**src/rtl/fighter_motion.sv**
```systemverilog
// ---------------------------------------------------------------------------
// fighter_motion
//   Per-fighter movement controller that sits directly in front of the sprite
//   renderer. Key levels are sampled once per video frame, on the falling edge
//   of vsync. An IDLE/WALK/CROUCH/JUMP state machine with gravity then updates
//   the registered sprite position, the facing flag and the walk animation
//   frame. Every output is a register that changes only on a frame tick, so
//   the renderer never sees the position move in the middle of a frame.
//
// Ports
//   vga_clk     in   pixel clock; all state changes on its rising edge
//   reset_n     in   asynchronous, active-low reset
//   vs          in   VGA vsync, active low; its falling edge marks a frame
//   key_left    in   level, move left
//   key_right   in   level, move right
//   key_up      in   level, jump
//   key_down    in   level, crouch
//   opp_x       in   opponent left column; used only to decide facing
//   AkumaX      out  sprite left column
//   AkumaY      out  sprite top row
//   facing_left out  1 when the opponent is to the left
//   motion_st   out  00 IDLE, 01 WALK, 10 CROUCH, 11 JUMP
//   anim_frame  out  walk animation index 0..3
// ---------------------------------------------------------------------------
module fighter_motion #(
    parameter int SPRITE_W   = 105,
    parameter int X_MIN      = 0,
    parameter int X_MAX      = 640 - SPRITE_W,
    parameter int GROUND_Y   = 280,
    parameter int START_X    = 100,
    parameter int WALK_SPEED = 3,
    parameter int JUMP_V0    = 15,
    parameter int GRAVITY    = 1,
    parameter int ANIM_DIV   = 8
) (
    input  logic       vga_clk,
    input  logic       reset_n,
    input  logic       vs,
    input  logic       key_left,
    input  logic       key_right,
    input  logic       key_up,
    input  logic       key_down,
    input  logic [9:0] opp_x,
    output logic [9:0] AkumaX,
    output logic [9:0] AkumaY,
    output logic       facing_left,
    output logic [1:0] motion_st,
    output logic [1:0] anim_frame
);

    typedef enum logic [1:0] {
        IDLE   = 2'b00,
        WALK   = 2'b01,
        CROUCH = 2'b10,
        JUMP   = 2'b11
    } state_t;

    localparam int CNT_W = (ANIM_DIV > 1) ? $clog2(ANIM_DIV) : 1;

    // Constants pre-sized to the 11-bit signed arithmetic width.
    localparam logic signed [10:0] X_MIN_S    = 11'(X_MIN);
    localparam logic signed [10:0] X_MAX_S    = 11'(X_MAX);
    localparam logic signed [10:0] GROUND_S   = 11'(GROUND_Y);
    localparam logic signed [7:0]  WALK_S     = 8'(WALK_SPEED);
    localparam logic signed [7:0]  JUMP_V0_S  = 8'(JUMP_V0);
    localparam logic signed [7:0]  GRAVITY_S  = 8'(GRAVITY);
    localparam logic [CNT_W-1:0]   CNT_LAST   = CNT_W'(ANIM_DIV - 1);

    state_t             state_q, state_d;
    logic [9:0]         x_q, x_d;
    logic [9:0]         y_q, y_d;
    logic               facing_q, facing_d;
    logic [1:0]         anim_q, anim_d;
    logic [CNT_W-1:0]   cnt_q, cnt_d;
    logic signed [7:0]  vy_q, vy_d;
    logic signed [7:0]  drift_q, drift_d;
    logic               vs_d;

    logic               tick;
    logic               only_left, only_right;
    logic signed [7:0]  walk_delta;
    logic signed [10:0] x_ext, y_ext;
    logic signed [10:0] drift_ext, walk_ext, vy_ext;
    logic signed [10:0] x_walk_sum, x_drift_sum, y_sum;

    // Clamp an unwrapped 11-bit column back into the legal window.
    function automatic logic [9:0] clamp_x(input logic signed [10:0] v);
        if (v < X_MIN_S) begin
            return X_MIN_S[9:0];
        end else if (v > X_MAX_S) begin
            return X_MAX_S[9:0];
        end
        return v[9:0];
    endfunction

    // One-cycle strobe on the falling edge of vsync.
    assign tick = vs_d & ~vs;

    // Opposing horizontal keys cancel each other.
    assign only_left  = key_left & ~key_right;
    assign only_right = key_right & ~key_left;
    assign walk_delta = only_left ? -WALK_S : WALK_S;

    // Sign-extend everything to 11 bits so sums cannot wrap.
    assign x_ext       = {1'b0, x_q};
    assign y_ext       = {1'b0, y_q};
    assign drift_ext   = {{3{drift_q[7]}}, drift_q};
    assign walk_ext    = {{3{walk_delta[7]}}, walk_delta};
    assign vy_ext      = {{3{vy_q[7]}}, vy_q};
    assign x_walk_sum  = x_ext + walk_ext;
    assign x_drift_sum = x_ext + drift_ext;
    assign y_sum       = y_ext - vy_ext;

    always_comb begin
        // NOTE: every next-state value is given a hold default first, so no
        // path through the branches below can leave one unassigned (latch).
        state_d  = state_q;
        x_d      = x_q;
        y_d      = y_q;
        facing_d = facing_q;
        anim_d   = anim_q;
        cnt_d    = cnt_q;
        vy_d     = vy_q;
        drift_d  = drift_q;

        if (tick) begin
            // Facing freezes while airborne; an equal column keeps the old value.
            if (state_q != JUMP) begin
                if (opp_x < x_q) begin
                    facing_d = 1'b1;
                end else if (opp_x > x_q) begin
                    facing_d = 1'b0;
                end
            end

            if (state_q == JUMP) begin
                // Keys are ignored in the air; drift was latched at takeoff.
                x_d = clamp_x(x_drift_sum);
                if (y_sum >= GROUND_S) begin
                    state_d = IDLE;
                    y_d     = GROUND_S[9:0];
                    vy_d    = '0;
                    drift_d = '0;
                end else begin
                    y_d  = y_sum[9:0];
                    vy_d = vy_q - GRAVITY_S;
                end
            end else if (key_up) begin
                // Position is untouched on the takeoff tick itself.
                state_d = JUMP;
                vy_d    = JUMP_V0_S;
                if (only_left) begin
                    drift_d = -WALK_S;
                end else if (only_right) begin
                    drift_d = WALK_S;
                end else begin
                    drift_d = '0;
                end
            end else if (key_down) begin
                state_d = CROUCH;
            end else if (only_left || only_right) begin
                state_d = WALK;
                x_d     = clamp_x(x_walk_sum);
            end else begin
                state_d = IDLE;
            end

            // The walk cycle advances only while in WALK; anything else rewinds it.
            if (state_d == WALK) begin
                if (cnt_q == CNT_LAST) begin
                    cnt_d  = '0;
                    anim_d = anim_q + 2'd1;
                end else begin
                    cnt_d = cnt_q + 1'b1;
                end
            end else begin
                cnt_d  = '0;
                anim_d = '0;
            end
        end
    end

    // NOTE: sequential state uses non-blocking assignments so every register
    // samples the pre-edge values, independent of statement order.
    always_ff @(posedge vga_clk or negedge reset_n) begin
        if (!reset_n) begin
            state_q  <= IDLE;
            x_q      <= 10'(START_X);
            y_q      <= GROUND_S[9:0];
            facing_q <= 1'b0;
            anim_q   <= '0;
            cnt_q    <= '0;
            vy_q     <= '0;
            drift_q  <= '0;
            vs_d     <= 1'b1;
        end else begin
            state_q  <= state_d;
            x_q      <= x_d;
            y_q      <= y_d;
            facing_q <= facing_d;
            anim_q   <= anim_d;
            cnt_q    <= cnt_d;
            vy_q     <= vy_d;
            drift_q  <= drift_d;
            vs_d     <= vs;
        end
    end

    assign AkumaX      = x_q;
    assign AkumaY      = y_q;
    assign facing_left = facing_q;
    assign motion_st   = state_q;
    assign anim_frame  = anim_q;

endmodule

```
**config.mk**
```make
export PLATFORM = sky130hd
export DESIGN_NAME = fighter_motion
export DESIGN_NICKNAME = d
export VERILOG_FILES = /design/src/rtl/fighter_motion.sv
export SDC_FILE = /design/constraint.sdc
export NUM_CORES = 1
export LEC_CHECK = 0
export BUFFER_PORTS_ARGS = -buffer_cell sky130_fd_sc_hd__buf_4
export CAP_MARGIN = 10
export CORE_MARGIN = 1
export CORE_UTILIZATION = 50
export DETAILED_ROUTE_END_ITERATION = 6
export GPL_ROUTABILITY_DRIVEN = 1
export GPL_TIMING_DRIVEN = 1
export PLACE_DENSITY = 0.81
export SYNTH_ARGS = -nofsm -noshare
export SYNTH_HDL_FRONTEND = slang
export SYNTH_SLANG_ARGS = --single-unit
```
**constraint.sdc**
```tcl
create_clock -name vga_clk -period 2.83 [get_ports vga_clk]
set_input_delay 0.566 -clock vga_clk [delete_from_list [all_inputs] [get_ports vga_clk]]
set_output_delay 0.566 -clock vga_clk [all_outputs]
set_load 0.02 [all_outputs]
```
==> Word-level counts from Yosys, hierarchy flattened <==
Index checks and enable logic that the tools add are counted.
{ "totals": {"ff_bits": 45, "out_inout_bits": 25, "elab_cells": 89} }
{ "classes": {"n_eq_ne": 8, "n_addsub": 6, "order_cmp": 7, "bitwise": 6, "n_reduce_logical": 10, "n_mux": 43} }
{ "op_table": {"columns": ["operator", "n"], "rows": [
  ["2-to-1 mux 10 bit", 11],
  ["2-to-1 mux 8 bit", 8],
  ["adder 11 x 8 -> 11 bit", 2],
  ["greater-than comparator 11 bit (second input constant)", 2],
  ["< comparator 11 x 1 -> 1 bit (second input constant)", 2],
  ["2-to-1 mux 2 bit", 8],
  ["2-to-1 mux 1 bit", 14],
  [">= comparator 11 x 10 -> 1 bit (second input constant)", 1],
  ["subtractor 11 x 8 -> 11 bit", 1],
  ["greater-than comparator 10 bit", 1],
  ["< comparator 10 bit", 1],
  ["inequality test 2 x 1 -> 1 bit (second input constant)", 4],
  ["subtractor 8 x 2 -> 8 bit (second input constant)", 1],
  ["2-to-1 mux 3 bit", 2],
  ["AND reduction 2 bit", 3],
  ["AND reduction 3 bit", 2],
  ["nonzero test 2 bit", 3],
  ["AND reduction 4 bit", 1],
  ["adder 3 x 1 -> 3 bit (second input constant)", 1],
  ["bitwise AND 1 bit", 3],
  ["equality test 3 bit (second input constant)", 1],
  ["inverter 1 bit", 3],
  ["adder 2 x 1 -> 2 bit (second input constant)", 1],
  ["equality test 2 x 1 -> 1 bit (second input constant)", 1],
  ["3 further kinds", 3]
]} }

==> Longest topological paths before layout <==
Gate-level depths: netlist of run 1.
{ "depth": {"depth_word": 17, "mapped_depth": 17, "ltp_nobuf": 13} }

==> Least setup slack after synthesis of run 1 <==
No wires, ideal clock.
{ "synth_timing": {"path_type": "input to register", "start": "in key_right", "end": "reg x_q[3] (netlist: AkumaX[3])", "required_time_ps": 2710, "setup_time_ps": 120, "arrival_ps": 3158, "n_path_buf": 3, "path_slack_ps": -449, "cell_stages": 16, "path_cell_list": "inv_1 > ha_1 > buf_6 > buf_6 > buf_6 > xnor2_1 > ha_1 > nor4b_1 > a21oi_1 > a311oi_1 > o21bai_1 > xnor2_1 > nor4_1 > nand3_1 > a21bo_4 > o211a_1"} }
{ "synth_via": {"elab_chain_len": 17, "elab_cells_between_ends": 23} }
{ "synth_lines": {"columns": ["element", "line_no", "rtl"], "rows": [
  ["start, declared", "40", "input logic key_right,"],
  ["inverter 1 bit", "100", "assign only_left = key_left & ~key_right;"],
  ["bitwise AND 1 bit", "100", null],
  ["2-to-1 mux 8 bit", "102", "assign walk_delta = only_left ? -WALK_S : WALK_S;"],
  ["adder 11 x 8 -> 11 bit", "110", "assign x_walk_sum = x_ext + walk_ext;"],
  ["greater-than comparator 11 bit", "90", "end else if (v > X_MAX_S) begin"],
  ["2-to-1 mux 1 bit", "90", null],
  ["2-to-1 mux 1 bit", "88", "if (v < X_MIN_S) begin"],
  ["2-to-1 mux 1 bit", "161", "end else if (only_left || only_right) begin"],
  ["2-to-1 mux 1 bit", "159", "end else if (key_down) begin"],
  ["2-to-1 mux 1 bit", "148", "end else if (key_up) begin"],
  ["2-to-1 mux 1 bit", "136", "if (state_q == JUMP) begin"],
  ["2-to-1 mux 1 bit", "126", "if (tick) begin"],
  ["2-to-1 mux 10 bit", "93", "return v[9:0];"],
  ["2-to-1 mux 10 bit", "161", null],
  ["2-to-1 mux 10 bit", "159", null],
  ["2-to-1 mux 10 bit", "148", null],
  ["2-to-1 mux 10 bit", "136", null],
  ["end signal, assigned", "188", "x_q <= 10'(START_X);"],
  ["end, declared", "70", "logic [9:0] x_q, x_d;"]
]} }
Parallel ways exist; a longest one is shown, timed or not. The select of a mux whose other input is x is not followed.
A chain may end at the register's enable or synchronous reset.

==> Worst setup path in the final report of run 1 <==
{ "layout_timing": {"start": "reg vy_q[1]", "end": "reg vy_q[2]"} }
{ "layout_via": {"elab_chain_len": 4, "elab_cells_between_ends": 5} }
{ "layout_lines": {"columns": ["element", "line_no", "rtl"], "rows": [
  ["start, declared", "75", "logic signed [7:0] vy_q, vy_d;"],
  ["start signal, assigned", "203", "vy_q <= vy_d;"],
  ["subtractor 11 x 8 -> 11 bit", "112", "assign y_sum = y_ext - vy_ext;"],
  [">= comparator 11 x 10 -> 1 bit", "139", "if (y_sum >= GROUND_S) begin"],
  ["2-to-1 mux 8 bit *", "139", null],
  ["2-to-1 mux 8 bit *", "136", null]
]} }
Mark *: on every way between the ends. The rest lies on a longest branch, timed or not.

==> run summary, run 1 <==
The source of the critical timing path was vy_q[1]. The clock-pin slew on the worst setup and hold paths was 0.09 ns. For the number of antenna violations at the first check in global routing, the log shows 0. The clock root buffer was sky130_fd_sc_hd__clkbuf_8. The synthesized design contains 40 register bits. At the later pin of the worst-skew pair, clock insertion delay measures 0.30 ns. Among all flip-flop cells after synthesis, the most frequent one is sky130_fd_sc_hd__dfrtp_1. The top cell family by delay on the critical path was compound AO/OA/AOI/OAI gates. After floorplanning, the core was sized to cover 7410 um^2. Once detailed placement completed, the half-perimeter wirelength came to 8140 um. The path class of the tightest hold or removal check is input port to asynchronous set/reset pin. In this run the worst path has a maximum fanout of 6.

The tools report the total wire length after detailed routing as 11600 um. The logs give 0 for the final count of pins violating max slew and 5 for the number of iterations in the first detailed-routing pass. The die height came out at 90.6 um. The worst path setup slack after routing is -0.0767 ns. The tools report the I/O pin count as 42.

Traced cell by cell, the critical path runs through inv_2, ha_1, nor2b_4, o31a_1, o31a_1, o31a_1, xor2_2, o31ai_4, a21boi_4, buf_6, o21ai_2, a22o_1. Synthesis handed over a netlist of 473 instances. Dividing the detail-routed wire length by the instance count gives 17.5 um. The library cell used most frequently in the layout, excluding fill and tap cells, is sky130_fd_sc_hd__buf_4.

The critical path's slowest cell was sky130_fd_sc_hd__dfrtp_1. In the routed design, unresolved DRC markers number 0. The checks that failed: setup timing. The number of global-route vias before repair was 3817; the leakage power was 2.30 nW. The power per standard cell area is 1460 nW/um^2.

The area growth from synthesis to layout is 31.6%. At the worst endpoint, the arrival time is 3.10 ns. Counting flops with an async set or reset pin after synthesis yields a share of 100%. The kind of critical path was flop to flop. For this run, the post-layout net count is 621. The number of hold violations in the final report was 0. The level count of the clock H-tree is 2, and the fraction of layout instances using a drive strength above 1 is 32.2%. Measured along the x axis, the die boundary spans 90.6 um. Netlist area before placement: 3920 um^2.

The congestion estimate from routability-driven global placement came to 0.878. The most numerous cell type found on the critical path is sky130_fd_sc_hd__o31a_1. The library cells used most frequently in the layout, excluding fill and tap cells, are 102 x sky130_fd_sc_hd__buf_4, 47 x sky130_fd_sc_hd__nand2_1, 37 x sky130_fd_sc_hd__nor2_1.

Buffers inserted during clock tree synthesis total 5. The starting utilization of the core area was 53.0%. TritonCTS built the clock tree.

The number of clock sinks seen by CTS was 40. Sequential elements use 25.7% of the synthesized area. After layout, the worst path uses 103% of the clock period. The die covers 8210 um^2. Before CTS, the worst setup slack after placement is -0.165 ns. The actual transition at the worst max-transition pin was 0.648 ns; the number of standard-cell rows in the floorplan was 31. The number of antenna diodes in the final layout is 0.

Summing all placed instances gives a cell area of 4700 um^2. The number of buffers added on ports was 41; the global-route total usage across every layer was 26.3%. The detailed router finished its first iteration with 358 violations. The clock arrives with 0.00609 ns of skew. The run gives 530 as the total nets after synthesis.

The synthesized netlist contains 70 unique library cells. During synthesis, Yosys emitted a total of 0 warnings. The number of enable-type register cells in the synthesized netlist works out to 0.

The number of vias after detailed routing is 4157, and the maximum single-stage delay on the critical path is 0.37 ns. Once detail routing completed, the nets flagged for antenna violations numbered 0. The shortest clock period the worst path allows after layout came out at 2.91 ns.

The number of buffers and inverters on the critical path is 2. Across the VDD grid, the largest voltage drop is 807 uV. The first global-routing pass estimated 17900 um of wire. Entering global routing, the biggest net connects 41 pins.

The top achievable clock speed is 344 MHz. The run gives 2 as the maximum root-to-sink buffer count. The run finished, with violations left. STA classifies the critical path startpoint as a flop.

The worst setup path is captured at a flop. The finished cells cover 5160 um^2. The mean area per synthesized cell is 8.30 um^2. The tightest hold path in the finished design has a slack of 0.235 ns. Count of final setup violators: 13. At the worst endpoint, the required time is 3.02 ns. The startpoint identified for the worst register-to-register timing path is vy_q[1]. The normalized max-slew margin came out at 56.2%. Setup repair after global routing could not meet its margin everywhere.

Max-cap violations in this run came to 0. The detailed-route vias per instance is 6.26, and the total congestion overflow is 0.
[final cells by class]
cell class | count | area (um^2)
Multi-Input combinational cell | 382 | 2970
Fill cell | 526 | 2240
Sequential cell | 40 | 1010
Clock inverter | 2 | 38.8
Inverter | 29 | 121
Tap cell | 99 | 124
Clock buffer | 6 | 82.6
Timing Repair Buffer | 106 | 820
[kinds of logic (layout without fill, tap and decap cells)]
logic type	count (synthesis)	in the layout	share of synthesized area (%)
compound gates	152	152	27.6
xor+xnor	22	22	5.10
fa+ha+maj	40	40	13.1
buf+inv	51	143	7.24
flops	40	40	25.7
mux	2	2	0.510
simple gates	166	166	20.7
[synth_stat cells, types with 4 or more instances]
master / instances / share of area, %
sky130_fd_sc_hd__nor3_1: 16 / 2.0
sky130_fd_sc_hd__a31oi_1: 6 / 0.96
sky130_fd_sc_hd__xnor2_1: 14 / 3.1
sky130_fd_sc_hd__nand2b_1: 6 / 0.96
sky130_fd_sc_hd__clkbuf_8: 4 / 1.4
sky130_fd_sc_hd__o21a_1: 9 / 1.7
sky130_fd_sc_hd__nand3b_1: 4 / 0.77
sky130_fd_sc_hd__dfrtp_1: 33 / 21
sky130_fd_sc_hd__nand4_1: 8 / 1.3
sky130_fd_sc_hd__nand3_1: 14 / 1.8
sky130_fd_sc_hd__nor2_1: 39 / 3.7
sky130_fd_sc_hd__ha_1: 38 / 12
sky130_fd_sc_hd__a21o_1: 7 / 1.3
sky130_fd_sc_hd__a21oi_1: 18 / 2.3
sky130_fd_sc_hd__o21ai_0: 38 / 4.8
sky130_fd_sc_hd__o31ai_1: 8 / 1.5
sky130_fd_sc_hd__xor2_1: 7 / 1.6
sky130_fd_sc_hd__clkbuf_1: 8 / 0.77
sky130_fd_sc_hd__inv_1: 29 / 2.8
sky130_fd_sc_hd__o31a_1: 4 / 0.89
sky130_fd_sc_hd__a22o_1: 5 / 1.1
sky130_fd_sc_hd__o211ai_1: 5 / 0.96
sky130_fd_sc_hd__nor2b_1: 9 / 1.4
sky130_fd_sc_hd__buf_6: 6 / 1.7
sky130_fd_sc_hd__o41ai_1: 4 / 0.89
sky130_fd_sc_hd__nand2_1: 48 / 4.6
sky130_fd_sc_hd__nor4_1: 9 / 1.4
sky130_fd_sc_hd__o2bb2ai_1: 5 / 1.1
sky130_fd_sc_hd__dfstp_2: 7 / 4.7
sky130_fd_sc_hd__o2111ai_1: 4 / 0.89
[final timing paths]
path | slack (ns) | cells after the start | endpoint
max in group asynchronous | 2.21 | 1 | AkumaY[8]
min in group vga_clk | 0.38 | 1 | vs_d
min | 0.24 | 1 | AkumaX[8]
max reg2reg | -0.08 | 12 | vy_q[2]
min reg2reg | 0.48 | 2 | cnt_q[1]
max | -0.08 | 12 | vy_q[2]
[metrics by stage]
step | cells | util (%) | power, mW | TNS (ns)
global placement | 646 | 63.4 | 5.47 | -0.332
finish | 664 | 69.7 | 7.56 | -0.427
floorplan | 473 | - | 4.10 | -0.617
global route | 664 | 69.7 | 8.04 | -2.23
CTS | 654 | 65.4 | 6.33 | 0
detailed placement | 646 | 63.4 | 5.64 | -1.63
[metal layers]
| layer | vias up | track usage [%] | share of wire [%] |
|---|---|---|---|
| met5 | - | 0 | 0 |
| met2 | 164 | 44.9 | 49 |
| met3 | 37 | 4.46 | 5.8 |
| met1 | 2008 | 33.8 | 43 |
| met4 | 0 | 7.93 | 2.6 |
| li1 | 1948 | - | - |
[report_power, final]
part	leakage [nW]	switching, mW	internal [mW]
clock network	0.0614	0.219	0.289
registers	0.489	0.242	0.809
logic	1.75	3.26	2.75
[state kept, by name (all words and copies together) (netlist names)]
| signal | flops |
|---|---|
| facing_left | 1 |
| vy_q | 8 |
| AkumaY | 10 |
| vs_d | 1 |
| cnt_q | 3 |
| drift_q | 3 |
| AkumaX | 10 |
| motion_st | 2 |
| anim_frame | 2 |
[what timing repair did]
| action | 4_1_cts | 5_1_grt |
|---|---|---|
| resized for setup | 10 | 54 |
| gates cloned | 0 | 1 |
| hold buffers | 0 | 0 |
| pin swaps | 6 | 23 |
| setup buffers | 0 | 9 |
| setup endpoints to repair | 20 | 26 |
Note: power is estimated with default switching activity, not from simulation.
==> run 2, diff against run 1 <==
ABC_AREA = 1   (was default)
==> run 2 against run 1 <==
Effect of this change: flip-flop and latch count unchanged; register-to-register slack improved by 0.37 ns; hold slack got worse by 0.015 ns; fmax increased by 13%; non-clock buffer count decreased by 54; count of clock-buffer cells in the layout decreased by 1; critical path depth increased by 7; first-iteration DRC count decreased by 46%; clock skew increased by 0.0022 ns; worst setup slack improved by 0.33 ns; clock power decreased by 2%; the run now ends clean.
==> run summary, run 2 <==
Required time at the endpoint of the critical path: 3.03 ns (about the same). The number of antenna violations at the first check in global routing was 0 (unchanged); the pre-CTS worst setup slack was -0.0581 ns (+0.107 ns). The tools report the I/O pin count as 42 (unchanged). The portion of the clock cycle consumed by the worst path in the final layout is 91.0% (-12 points). The logs give 0 (unchanged) for the remaining antenna violation count after routing and 2.39 mW (-38%) for the cell-internal power.

For the total congestion overflow, the log shows 0 (unchanged). The maximum vdd ir drop was 670 uV (-17%); the portion of the post-synthesis area used by sequential elements was 26.3% (+0.60 points). The detailed-route vias per instance is 5.32 (-15%). The count of state elements after synthesis works out to 40 (unchanged). The tools report the final count of pins violating max slew as 0 (unchanged). By startpoint and endpoint, the worst setup path is classified as input port to flop. The source-to-sink clock delay at the later pin of the worst-skew pair was 0.31 ns (about the same); the number of enable-type register cells in the synthesized netlist was 0 (unchanged). The global-route total usage across every layer was 25.0% (-1.3 points); the shortest clock period the worst path allows after layout was 2.57 ns (-0.333 ns). The number of standard-cell rows in the floorplan is 31 (unchanged).

The cell sitting at the root of the clock tree is a sky130_fd_sc_hd__clkbuf_8. The total of fill cells in the finished design was 646 (+23%); the number of iterations in the first detailed-routing pass was 4 (-1). The worst setup path is captured at a flop.

Setup repair after global routing left no endpoint under its margin. The worst setup path is launched from an input port. The share of the synthesized area in the top cell type works out to 21.5% (+0.49 points).

The number of nets at the end of the flow was 673 (+8.4%); the total nets after synthesis was 623 (+18%). The worst hold path belongs to the class input port to asynchronous set/reset pin. For the worst path setup slack after routing, the log shows 0.256 ns (+0.333 ns).

The final cell area excluding filler cells is 4420 um^2 (-15%). Most used flip-flop cell after synthesis: sky130_fd_sc_hd__dfrtp_1. The logs give 40 (unchanged) for the number of clock sinks seen by CTS and 716 (+7.8%) for the final non-filler cell total. The smallest hold slack is 0.220 ns (-0.0149 ns). The power per standard cell area works out to 1150 nW/um^2 (-21%).

For the number of global-route vias before repair, the log shows 3587 (-6.0%). The tools report the final weighted congestion in routability-driven placement as 0.977 (+11%). The run gives 52.3% (-0.65 points) as the starting utilization of the core area. The mean area per synthesized cell works out to 6.78 um^2 (-18%). The sequential power share is 21.1% (+7.2 points), and the count of final setup violators is 0 (-13). The share of total power in the clock network is 9.8% (+3.1 points), and the data arrival time of the critical path is 2.77 ns (-0.33 ns). The average wire length per cell after detail routing was 13.0 um (-25%); the top achievable clock speed was 389 MHz (+13%). The run gives 0 (unchanged) as the remaining design rule violation count. By area the synthesized netlist is led by sky130_fd_sc_hd__dfrtp_1 22%, sky130_fd_sc_hd__nand2_1 18%, sky130_fd_sc_hd__ha_1 12%.

The clock-pin slew on the worst setup and hold paths came out at 0.09 ns (about the same). Leaving out fill and tap cells, the most frequent cell in the layout is sky130_fd_sc_hd__nand2_1. sky130_fd_sc_hd__dfrtp_1 takes more of the synthesized area than any other cell. The number of instances in the placed design is 708 (+9.6%), and the standard cell core area is 7330 um^2 (-1.0%).

Level count of the clock H-tree: 2 (unchanged). The run gives 41 (unchanged) as the maximum number of pins on one net before global-route repair. The post-CTS setup buffer count was 0 (unchanged); the leakage power was 2.46 nW (+7.2%).

The tools report the netlist area before placement as 3830 um^2 (-2.3%). The logs give 566 (+20%) for the synthesized instance count and 0 (unchanged) for the number of warning messages in the yosys log. The number of unique standard cell types used by synthesis was 43 (-39%). The combinational power share is 69.0% (-10 points). The wire length of the first global-routing pass came out at 15700 um (-12%). The share of async-settable or async-resettable flops after synthesis is 100% (unchanged). Fraction of layout instances using a drive strength above 1: 14.4% (-18 points).

The sequential standard cell area came out at 1010 um^2 (unchanged). The highest net fanout along the worst path came out at 10 (+4). Number of buffers added on ports: 41 (unchanged). The total wire length after detailed routing is 9320 um (-20%), and the maximum root-to-sink buffer count is 2 (unchanged). The tools report the count of maximum capacitance violations as 0 (unchanged). The run gives 0 (unchanged) as the number of hold violations in the final report. The run finished with clean final reports.

The horizontal extent of the die is 89.6 um (-1.1%). TritonCTS built the clock tree. The switching portion of total power was 52.9% (+3.8 points); the synthesis-to-layout area growth was 15.1%.

The tools report the normalized max-slew margin as 57.4% (+1.2 points). The DRC violation total after the first TritonRoute iteration was 195 (-46%). The number of vias after detailed routing was 3812 (-8.3%); the number of resized instances in the post-cts repair step was 0 (-10). In the layout the commonest cells are 184 x sky130_fd_sc_hd__nand2_1, 76 x sky130_fd_sc_hd__inv_1, 51 x sky130_fd_sc_hd__buf_4. For the cell area reported after detailed placement, the log shows 4290 um^2 (-8.6%). The run gives 0 (unchanged) as the number of inserted diodes. The tools report the number of buffers added by the clock tree synthesis step as 5 (unchanged). After synthesis, the most frequently instantiated cells are 184 x sky130_fd_sc_hd__nand2_1, 76 x sky130_fd_sc_hd__inv_1, 50 x sky130_fd_sc_hd__nand3_1, 38 x sky130_fd_sc_hd__ha_1.

The actual transition at the worst max-transition pin works out to 0.636 ns (-0.0126 ns). The die height works out to 89.6 um (-1.1%). The clock skew was 0.00825 ns (+0.00217 ns); the area used by multi-input combinational logic was 2470 um^2 (-17%).

The placed wire-length estimate was 7350 um (-9.7%). The most common cell in the synthesized netlist is sky130_fd_sc_hd__nand2_1. The switching component of the power came out at 2.69 mW (-28%).

The logs give 0 (unchanged) for the number of hold buffers added after cts and 8020 um^2 (-2.2%) for the area of the die.
[run 2: changes by cell type after synthesis, moves of 6 or more]
cell	change
sky130_fd_sc_hd__a21oi_1	+9
sky130_fd_sc_hd__nand3_1	+36
sky130_fd_sc_hd__inv_1	+47
sky130_fd_sc_hd__nor2_1	-6
sky130_fd_sc_hd__nand2_1	+136
sky130_fd_sc_hd__xnor2_1	-10
sky130_fd_sc_hd__o21a_1	-9
sky130_fd_sc_hd__nor2b_1	-9
sky130_fd_sc_hd__o31ai_1	-7
sky130_fd_sc_hd__o21ai_0	-17
sky130_fd_sc_hd__nor3_1	-12
sky130_fd_sc_hd__nand2b_1	-6
sky130_fd_sc_hd__nor4_1	-8
[run 2: kinds of logic after synthesis]
kind of cell	count (synthesis)	synth area share (%)
buffers and inverters	90	9.46
flip-flops	40	26.3
XOR/XNOR	19	5.22
adder cells (fa/ha/maj)	40	13.4
AO/OA/AOI/OAI	76	11.7
AND/OR/NAND/NOR	301	33.8
[run 2: per-layer routing]
| layer | part of all wire (%) | track usage (%) | vias up |
|---|---|---|---|
| li1 | - | - | 1934 |
| met1 | 46 | 31.5 | 1761 |
| met2 | 47 | 42.6 | 92 |
| met3 | 3.8 | 3.75 | 25 |
| met4 | 2.6 | 10.5 | 0 |
| met5 | 0 | 0 | - |
[run 2: final cells by class]
class	instances	share of cell area (%)
Tap cell	99	2.81
Clock buffer	5	1.56
Timing Repair Buffer	52	8.93
Multi-Input combinational cell	436	55.9
Sequential cell	40	22.9
Clock inverter	3	1.08
Inverter	81	6.89
[run 2: metrics by stage]
stage                     TNS [ns]  power (mW)  util, %
final                            0        5.08     60.2
after global routing             0        5.62     60.2
after CTS                        0        5.04     60.1
after detailed placement    -0.112        4.51     58.5
after global placement           0        4.38     58.5
after floorplan                  0        3.57        -
[run 2: critical path: stages]
cell and delay (ns):
sky130_fd_sc_hd__buf_4 0.12, sky130_fd_sc_hd__inv_1 0.07, sky130_fd_sc_hd__ha_1 0.31, sky130_fd_sc_hd__buf_4 0.26, sky130_fd_sc_hd__nor2_1 0.07, sky130_fd_sc_hd__nor2_1 0.23, sky130_fd_sc_hd__nand2_1 0.13, sky130_fd_sc_hd__inv_2 0.07
sky130_fd_sc_hd__nand3_1 0.10, sky130_fd_sc_hd__nand3_1 0.11, sky130_fd_sc_hd__nand2_1 0.08, sky130_fd_sc_hd__nor2_1 0.12, sky130_fd_sc_hd__nand4_2 0.11, sky130_fd_sc_hd__nand2_4 0.11, sky130_fd_sc_hd__nand2_1 0.06, sky130_fd_sc_hd__nand2_1 0.06
sky130_fd_sc_hd__nand2_1 0.06, sky130_fd_sc_hd__nand2_1 0.05, sky130_fd_sc_hd__nand2_1 0.08
[run 2: path summary, 6_finish.rpt]
| check | startpoint | endpoint | slack, ns | cells after the start |
|---|---|---|---|---|
| min in group vga_clk | vs | vs_d | 0.37 | 1 |
| hold reg to reg | cnt_q[1] | cnt_q[1] | 0.50 | 2 |
| setup / recovery | key_right | AkumaX[1] | 0.26 | 19 |
| max in group asynchronous | reset_n | AkumaX[6] | 2.22 | 1 |
| hold / removal | reset_n | vy_q[1] | 0.22 | 1 |
| setup reg to reg | drift_q[6] | AkumaX[6] | 0.29 | 13 |
[run 2: power groups by stage]
stage,combinational (mW),sequential [mW],clock [mW]
final,3.51,1.07,0.499
after global placement,3.31,1.07,0
after detailed placement,3.44,1.08,0
after floorplan,2.36,1.21,0
after CTS,3.46,1.07,0.508
after global routing,3.98,1.11,0.525
==> run 3, diff against run 2 <==
PLACE_DENSITY = 0.72   (was 0.81)
==> run 3 against run 2 <==
Effect of this change: via count fell by 2.2%; clock power barely moved; non-clock buffer count rose by 3; routed wire length rose by 1.2%; register-to-register slack got worse by 0.16 ns.
==> run summary, run 3 (synthesis results as in run 2) <==
Placed wire-length estimate: 7480 um (+1.8%). The category of the worst setup path capture point is a flop. The level count of the clock H-tree is 2 (unchanged), and the starting utilization of the core area is 52.3% (unchanged). The share of total power in the clock network is 9.8% (about the same).

The worst setup path is of the flop to flop kind. In the layout the commonest cells are 184 x sky130_fd_sc_hd__nand2_1, 76 x sky130_fd_sc_hd__inv_1, 55 x sky130_fd_sc_hd__buf_4. The maximum single-stage delay on the critical path is 0.47 ns (+0.16 ns), and the number of antenna violations at the first check in global routing is 0 (unchanged). The portion of the clock cycle consumed by the worst path in the final layout is 95.4% (+4.4 points). For the final sum of negative setup slack, the log shows 0 ns (unchanged).

The die height was 89.6 um (unchanged); the global-route total usage across every layer was 25.7% (+0.75 points). The horizontal extent of the die works out to 89.6 um (unchanged). The power per standard cell area was 1150 nW/um^2 (about the same); the remaining design rule violation count was 0 (unchanged). In this design, the largest share of critical-path delay is due to adder cells. The leakage power is 2.47 nW (+0.38%).

The logs give 0 (unchanged) for the final count of pins violating max slew and 41 (unchanged) for the maximum number of pins on one net before global-route repair. The path category of the worst min-delay check is input port to asynchronous set/reset pin. The logs give 3.05 ns (+0.02 ns) for the required time at the endpoint of the critical path and 7330 um^2 (unchanged) for the standard cell core area. TritonCTS built the clock tree.

The clock-pin slew on the worst setup and hold paths was 0.09 ns (about the same). For the area of the die, the log shows 8020 um^2 (unchanged). The run gives 2 (unchanged) as the maximum root-to-sink buffer count. The source-to-sink clock delay at the later pin of the worst-skew pair came out at 0.30 ns (about the same).

The number of instances in the placed design was 709 (+0.14%). The tools report the number of hold violations in the final report as 0 (unchanged). The run gives 65.2% (+7.8 points) as the normalized max-slew margin. The run gives 719 (+0.42%) as the final non-filler cell total. The detailed-route vias per instance is 5.18 (-2.6%), and the shortest clock period the worst path allows after layout is 2.70 ns (+0.125 ns). The total wire length after detailed routing is 9430 um (+1.2%). The tools report the type of element launching the critical path as a flop. The remaining antenna violation count after routing is 0 (unchanged). The fraction of layout instances using a drive strength above 1 was 15.0% (+0.58 points); the sequential power share was 21.0% (about the same).

Data arrival time of the critical path: 2.92 ns (+0.15 ns). The final weighted congestion in routability-driven placement is 0.925 (-5.4%). The count of maximum capacitance violations is 0 (unchanged). The signal on the critical path passes through ha_1, fa_1, nand3_1, nand2_1, nand3_1, nand2_1, a21oi_1, xor2_1, inv_1, nor2_4, buf_4, nand3b_1, a22oi_1. The worst path buffer plus inverter count was 2 (-2).

The combinational power share is 69.3% (+0.3 points). The run gives 2.43 mW (+1.7%) as the cell-internal power. The run gives 3668 (+2.3%) as the number of global-route vias before repair. The most common cell after layout, fill and taps aside is sky130_fd_sc_hd__nand2_1. For the number of iterations in the first detailed-routing pass, the log shows 4 (unchanged). In this run the clock root is driven by a sky130_fd_sc_hd__clkbuf_8.

The number of clock sinks seen by CTS was 40 (unchanged); the switching component of the power was 2.67 mW (-0.57%). The logs give 3727 (-2.2%) for the number of vias after detailed routing and 676 (+0.45%) for the number of nets at the end of the flow. The tools report the top achievable clock speed as 370 MHz (-4.6%). The actual transition at the worst max-transition pin was 0.522 ns (-0.114 ns); the DRC violation total after the first TritonRoute iteration was 173 (-11%). The clock skew is 0.00972 ns (+0.00147 ns). The total congestion overflow was 0 (unchanged). I/O pin count: 42 (unchanged). The area growth from synthesis to layout is 15.7%. The maximum vdd ir drop is 722 uV (+7.8%).

The wire length of the first global-routing pass is 16000 um (+2.1%). The number of standard-cell rows in the floorplan was 31 (unchanged); the number of buffers added on ports was 41 (unchanged). Switching portion of total power: 52.4% (-0.57 points).

The run finished with clean final reports. The number of buffers added by the clock tree synthesis step is 5 (unchanged), and the number of inserted diodes is 0 (unchanged). The number of hold buffers added after cts is 0 (unchanged).

The critical path's slowest cell is sky130_fd_sc_hd__fa_1. The highest net fanout along the worst path works out to 5 (-5). The average wire length per cell after detail routing is 13.1 um (+0.76%), and the count of final setup violators is 0 (unchanged).
run 3: power by group through the flow:
stage          registers [mW]  logic, mW  clock network, mW
2_1_floorplan            1.21       2.36                  0
3_3_place_gp             1.07       3.42                  0
3_5_place_dp             1.07       3.49                  0
4_1_cts                  1.07       3.52              0.514
5_1_grt                  1.10       4.06              0.530
6_report                 1.07       3.54              0.498
run 3: cell type report:
type	count	area [um^2]
Inverter	81	304
Multi-Input combinational cell	436	2470
Timing Repair Buffer	55	413
Clock inverter	3	46.3
Tap cell	99	124
Sequential cell	40	1010
Fill cell	682	2900
Clock buffer	5	68.8
run 3: worst paths after layout:
check,startpoint,to,slack [ns],cells past startpoint
hold / removal,reset_n,vy_q[4],0.23,1
setup / recovery,AkumaX[0],AkumaX[8],0.13,13
hold reg to reg,drift_q[0],drift_q[0],0.50,2
min in group vga_clk,vs,vs_d,0.37,1
max in group asynchronous,reset_n,AkumaX[5],2.22,1
setup reg to reg,AkumaX[0],AkumaX[8],0.13,13
run 3: worst register-to-register path, stage by stage, from the launching register on:
cell                       delay, ns
sky130_fd_sc_hd__dfrtp_1        0.41
sky130_fd_sc_hd__ha_1           0.27
sky130_fd_sc_hd__fa_1           0.47
sky130_fd_sc_hd__nand3_1        0.11
sky130_fd_sc_hd__nand2_1        0.09
sky130_fd_sc_hd__nand3_1        0.08
sky130_fd_sc_hd__nand2_1        0.08
sky130_fd_sc_hd__a21oi_1        0.19
sky130_fd_sc_hd__xor2_1         0.24
sky130_fd_sc_hd__inv_1          0.12
sky130_fd_sc_hd__nor2_4         0.17
sky130_fd_sc_hd__buf_4          0.15
sky130_fd_sc_hd__nand3b_1       0.08
sky130_fd_sc_hd__a22oi_1        0.17
run 3: repair_timing:
item	in CTS	in global routing
buffers inserted	0	2
resized for setup	0	3
setup endpoints to repair	0	8
run 3: per-stage QoR:
stage / instance area [um^2] / total power, mW / utilization, % / hold slack (ns) / setup slack, ns
2_1_floorplan: 3830 / 3.57 / - / 0.270 / 0.293
3_3_place_gp: 4300 / 4.48 / 58.6 / 0.467 / 0.0259
3_5_place_dp: 4300 / 4.57 / 58.6 / 0.475 / -0.00836
4_1_cts: 4410 / 5.10 / 60.2 / 0.248 / 0.139
5_1_grt: 4440 / 5.68 / 60.5 / 0.274 / -0.0185
6_report: 4440 / 5.11 / 60.5 / 0.234 / 0.131
run 3: layer usage:
layer	vias up	wire, um	global-route usage, %
met5	-	0	0
met4	0	172	8.66
met3	14	313	3.47
li1	1948	-	-
met1	1698	4350	31.2
met2	67	4600	46.8
